===== config.mk =====
export PLATFORM = sky130hd
export DESIGN_NAME = ram_port_arbiter
export DESIGN_NICKNAME = d
export VERILOG_FILES = /design/src/rtl/ram_port_arbiter.sv
export SDC_FILE = /design/constraint.sdc
export NUM_CORES = 1
export LEC_CHECK = 0
export BUFFER_PORTS_ARGS = -buffer_cell sky130_fd_sc_hd__buf_2
export CAP_MARGIN = 20
export CORE_ASPECT_RATIO = 0.6
export CORE_MARGIN = 4
export CORE_UTILIZATION = 49
export DETAILED_ROUTE_END_ITERATION = 10
export HOLD_SLACK_MARGIN = 0.12
export PLACE_DENSITY = 0.84
export SLEW_MARGIN = 20
export SYNTH_ARGS = -nofsm -noshare
export SYNTH_HDL_FRONTEND = slang
export SYNTH_SLANG_ARGS = --single-unit

===== constraint.sdc =====
create_clock -name clk -period 3.1 [get_ports clk]
set_input_delay 0.155 -clock clk [delete_from_list [all_inputs] [get_ports clk]]
set_output_delay 0.155 -clock clk [all_outputs]
set_load 0.03 [all_outputs]

===== src/rtl/ram_port_arbiter.sv =====
// Round-robin arbiter sharing one 64x8 dual-port RAM between requesters A and B.
// Write and read ports are arbitrated independently; reads return after two cycles.
module ram_port_arbiter #(
  parameter int DW = 8,
  parameter int AW = 6
) (
  input  logic          clk,
  input  logic          rst,
  input  logic          a_req,
  input  logic          a_we,
  input  logic [AW-1:0] a_addr,
  input  logic [DW-1:0] a_wdata,
  output logic          a_gnt,
  output logic          a_rvalid,
  input  logic          b_req,
  input  logic          b_we,
  input  logic [AW-1:0] b_addr,
  input  logic [DW-1:0] b_wdata,
  output logic          b_gnt,
  output logic          b_rvalid,
  output logic [DW-1:0] rdata,
  output logic          ram_wr_en,
  output logic [AW-1:0] ram_wr_addr,
  output logic [DW-1:0] ram_data,
  output logic [AW-1:0] ram_rd_addr,
  input  logic [DW-1:0] ram_q
);

  typedef enum logic {
    OWN_A = 1'b0,
    OWN_B = 1'b1
  } owner_e;

  typedef struct packed {
    logic   valid;
    owner_e owner;
  } rd_stage_t;

  owner_e          r_wr_prio;
  owner_e          r_rd_prio;
  rd_stage_t       r_rd_s1;
  rd_stage_t       r_rd_s2;
  logic            r_wr_en;
  logic [AW-1:0]   r_wr_addr;
  logic [DW-1:0]   r_wr_data;
  logic [AW-1:0]   r_rd_addr;

  logic w_a_wr_cand;
  logic w_b_wr_cand;
  logic w_a_rd_cand;
  logic w_b_rd_cand;
  logic w_a_wr_gnt;
  logic w_b_wr_gnt;
  logic w_a_rd_gnt;
  logic w_b_rd_gnt;

  assign w_a_wr_cand = a_req &  a_we;
  assign w_b_wr_cand = b_req &  b_we;
  assign w_a_rd_cand = a_req & ~a_we;
  assign w_b_rd_cand = b_req & ~b_we;

  always_comb begin
    // NOTE: every combinational output gets a default first, so no path can infer a latch.
    w_a_wr_gnt = 1'b0;
    w_b_wr_gnt = 1'b0;
    w_a_rd_gnt = 1'b0;
    w_b_rd_gnt = 1'b0;

    if (w_a_wr_cand && w_b_wr_cand) begin
      w_a_wr_gnt = (r_wr_prio == OWN_A);
      w_b_wr_gnt = (r_wr_prio == OWN_B);
    end else begin
      w_a_wr_gnt = w_a_wr_cand;
      w_b_wr_gnt = w_b_wr_cand;
    end

    if (w_a_rd_cand && w_b_rd_cand) begin
      w_a_rd_gnt = (r_rd_prio == OWN_A);
      w_b_rd_gnt = (r_rd_prio == OWN_B);
    end else begin
      w_a_rd_gnt = w_a_rd_cand;
      w_b_rd_gnt = w_b_rd_cand;
    end

    // Grants must not leak out while the block is held in reset.
    if (rst) begin
      w_a_wr_gnt = 1'b0;
      w_b_wr_gnt = 1'b0;
      w_a_rd_gnt = 1'b0;
      w_b_rd_gnt = 1'b0;
    end
  end

  assign a_gnt = w_a_wr_gnt | w_a_rd_gnt;
  assign b_gnt = w_b_wr_gnt | w_b_rd_gnt;

  // Write port: register the winner's command; the RAM commits it one edge later.
  always_ff @(posedge clk or posedge rst) begin
    if (rst) begin
      r_wr_prio <= OWN_A;
      r_wr_en   <= 1'b0;
      r_wr_addr <= '0;
      r_wr_data <= '0;
    end else begin
      // NOTE: sequential state uses non-blocking assignments so every register samples pre-edge values.
      r_wr_en <= w_a_wr_gnt | w_b_wr_gnt;
      if (w_a_wr_gnt) begin
        r_wr_addr <= a_addr;
        r_wr_data <= a_wdata;
        r_wr_prio <= OWN_B;
      end else if (w_b_wr_gnt) begin
        r_wr_addr <= b_addr;
        r_wr_data <= b_wdata;
        r_wr_prio <= OWN_A;
      end
    end
  end

  // Read port: address register plus a two-stage owner/valid tracker matching RAM latency.
  always_ff @(posedge clk or posedge rst) begin
    if (rst) begin
      r_rd_prio <= OWN_A;
      r_rd_addr <= '0;
      r_rd_s1   <= '{valid: 1'b0, owner: OWN_A};
      r_rd_s2   <= '{valid: 1'b0, owner: OWN_A};
    end else begin
      r_rd_s1 <= '{valid: w_a_rd_gnt | w_b_rd_gnt,
                   owner: (w_b_rd_gnt ? OWN_B : OWN_A)};
      r_rd_s2 <= r_rd_s1;
      if (w_a_rd_gnt) begin
        r_rd_addr <= a_addr;
        r_rd_prio <= OWN_B;
      end else if (w_b_rd_gnt) begin
        r_rd_addr <= b_addr;
        r_rd_prio <= OWN_A;
      end
    end
  end

  assign ram_wr_en   = r_wr_en;
  assign ram_wr_addr = r_wr_addr;
  assign ram_data    = r_wr_data;
  assign ram_rd_addr = r_rd_addr;

  // A single owner field makes simultaneous rvalids impossible by construction.
  assign a_rvalid = r_rd_s2.valid && (r_rd_s2.owner == OWN_A);
  assign b_rvalid = r_rd_s2.valid && (r_rd_s2.owner == OWN_B);
  assign rdata    = ram_q;

endmodule

==> flow_summary.toml <==
[cts]
htree_levels = 1
cts_post_setup_buffers_inserted = 0
tritoncts = "yes"
holdBufCountCts = 0
path_clk_slew_ns = 0.09
cts_buffers = 3
root_buffer = "clkbuf_8"
ctsLongestPathBuffers = 2
post_cts_resized = 0
cts_sinks = 27
clock_latency_ns = 0.28

[route]
routed_wl_mm = 4.11
wl_per_cell_um = 18.4
drc = 0
viasPerCell = 6.18
firstDrtPassIters = 4
vias = 1384
drtIter0Drc = 139
antenna_left = 0

[setup_path]
slowest_stage = "nand3b_1"
path_class = "input pin to output pin"
path_depth = 4
regToRegSetupSlack_ns = 1.52
rr_worst_depth = 3
end_kind = "output pin"
cp_data_arrival_time_ns = 1.53
cp_top_family = "simple AND/OR/NAND/NOR gates"
start_kind = "input pin"
crit_path_start = "rst"
crit_required_ns = 2.94
crit_buf_inv = 2
max_stage_delay_ns = 0.59
r2r-start = "r_wr_prio"
cp_max_fo = 35
path_common_cell = "buf_2"
cp_cell_sequence = "buf_2 -> nand3b_1 -> o21ai_2 -> buf_2"

[yosys]
ys_warn_count = 0
synth_flop_cell = "dfrtp_1"
synth_edf_count = 0
async_flop_share = 1.00
synth_area_um2 = 1560
synth_seq_cells = 27
avgSynthCellArea_um2 = 11.0
synth_cells = 141
yosysSeqAreaShare = 0.434
synth_cell_types = 33
syn-num-nets = 183

[worst_hold_path]
min_path_cells = 3
min-delay-path-class = "input pin to register"
hold_start = "b_wdata[1]"

[sta]
max_freq_mhz = 594
period_share = 0.543
fin_tns_setup_ns = 0
fin_crit_ns = 1.68
slew_violations = 0
rsz0062_at_grt = "false"
max_slew_margin = 0.458
finalClockSkew_ns = 0.00171
hold_viol = 0
report.final.setup_viol = 0
worst_slew_pin_slew_ns = 0.812

[floorplan]
core.rowCount = 15
die_h_um = 51.7
core_area_um2 = 2950
die_area_um2 = 4170
pin_count = 75
start_util = 0.528
die_w_um = 80.8

[cells_and_area]
fillers = 245
drive_gt1_frac = 0.396
antenna-diode-count = 0
final_nets = 225
area_growth_pct = 15.0
instances_no_fill = 224

[power_and_ir_drop]
power.share.combinational = 0.337
total_power_w = 0.000967
power.switching_w = 0.000353
pwr_density_cell_nw_per_um2 = 540
internal_power_w = 0.000614
leakage_nw = 0.778
switching_share = 0.365
pwr-share-clk = 0.213
seq_power_share = 0.450
ir_drop_mv = 0.244

[flow_run]
drv_cap = 0

[run_status]
outcome = "completed"

[placed_design]
dpl.cell_count = 220
hpwl_mm = 2.95
place_congestion = 0.834
portBuffers = 58

[global_routing]
grt_usage = 0.194
grt_max_degree = 36
grt_pass1_wl_mm = 6.23
grt.overflow.total = 0
grt_pass1_vias = 1282
antenna_found_initial = 0
flip-flops by register name, indices dropped and copies added (netlist names):
register and count:
ram_wr_en 1, r_wr_prio 1, ram_data 8, r_rd_prio 1, r_rd_s2 2, ram_wr_addr 6
r_rd_s1 2, ram_rd_addr 6
synth_stat cells, drive strengths merged, types with 2 or more instances:
cell type | number | area (µm²)
nand3b | 2 | 15.0
buf | 21 | 159
a221oi | 6 | 52.6
dfrtp | 27 | 676
a311oi | 14 | 129
and2 | 2 | 15.0
nand2b | 3 | 26.3
nor4bb | 6 | 60.1
nand2 | 2 | 7.51
o21ai | 24 | 124
a2bb2oi | 20 | 181
nor2 | 2 | 15.0
cell type report:
class | count | area (µm²) | share of cell area
timing repair buffer | 59 | 298 | 0.166
multi-input combinational | 91 | 714 | 0.399
inverter | 1 | 3.75 | 0.00210
tap | 42 | 52.6 | 0.0294
sequential | 27 | 676 | 0.378
clock buffer | 4 | 45.0 | 0.0252
stage by stage:
| stage | setup WS [ns] | hold WS [ns] | utilization | instance area [µm²] |
|---|---|---|---|---|
| after CTS | 1.44 | 0.127 | 0.607 | 1790 |
| after detailed placement | 1.45 | 0.310 | 0.592 | 1740 |
| after global routing | 1.34 | 0.128 | 0.607 | 1790 |
| after global placement | 1.51 | 0.310 | 0.592 | 1740 |
| after floorplan | 1.55 | 0.310 | - | 1560 |
| final | 1.42 | 0.132 | 0.607 | 1790 |
cells in the final DEF (no fill, tap or decap), types with 2 or more instances in the layout:
cell,count
a221oi_1,6
a2bb2oi_1,19
a311oi_1,13
buf_2,58
clkbuf_8,3
dfrtp_1,27
nand2_1,2
nand2b_1,2
nand3b_1,2
nor4bb_1,6
o21ai_0,15
o21ai_1,8
tightest hold or removal path, cell delays in order:
cell and delay (ns):
buf_2 0.09, o21ai_0 0.06, a2bb2oi_1 0.06
routing by layer:
layer | wire length [µm] | vias to the layer above | share of wire | GRT usage
met5 | 0 | - | 0 | 0
met4 | 95 | 0 | 0.023 | 0.0787
met3 | 402 | 18 | 0.098 | 0.0640
met2 | 1770 | 72 | 0.43 | 0.282
met1 | 1850 | 656 | 0.45 | 0.266
li1 | - | 638 | - | -
power by group through the flow:
stage / clock, W / combinational (W) / sequential, W
finish: 0.000206 / 0.000325 / 0.000435
global route: 0.000226 / 0.000345 / 0.000442
CTS: 0.000209 / 0.000326 / 0.000436
detailed placement: 0 / 0.000324 / 0.000442
global placement: 0 / 0.000319 / 0.000439
floorplan: 0 / 0.000157 / 0.000533
worst paths after layout:
| path | endpoint |
|---|---|
| min in group asynchronous | ram_data[0] |
| worst min-delay path | ram_data[1] |
| max in group asynchronous | ram_data[6] |
| worst min register to register | r_rd_s2[1] |
| worst max register to register | ram_wr_addr[4] |
| worst max-delay path | a_gnt |
cell families (layout without fill, tap and decap cells):
logic type / after synthesis / after routing / synth area share
DFF: 27 / 27 / 0.434
and+or+nand+nor: 23 / 23 / 0.117
AOI/OAI and AO/OA: 68 / 68 / 0.342
buffers and inverters: 23 / 64 / 0.107
No activity file was read; power rests on OpenSTA's default activity.
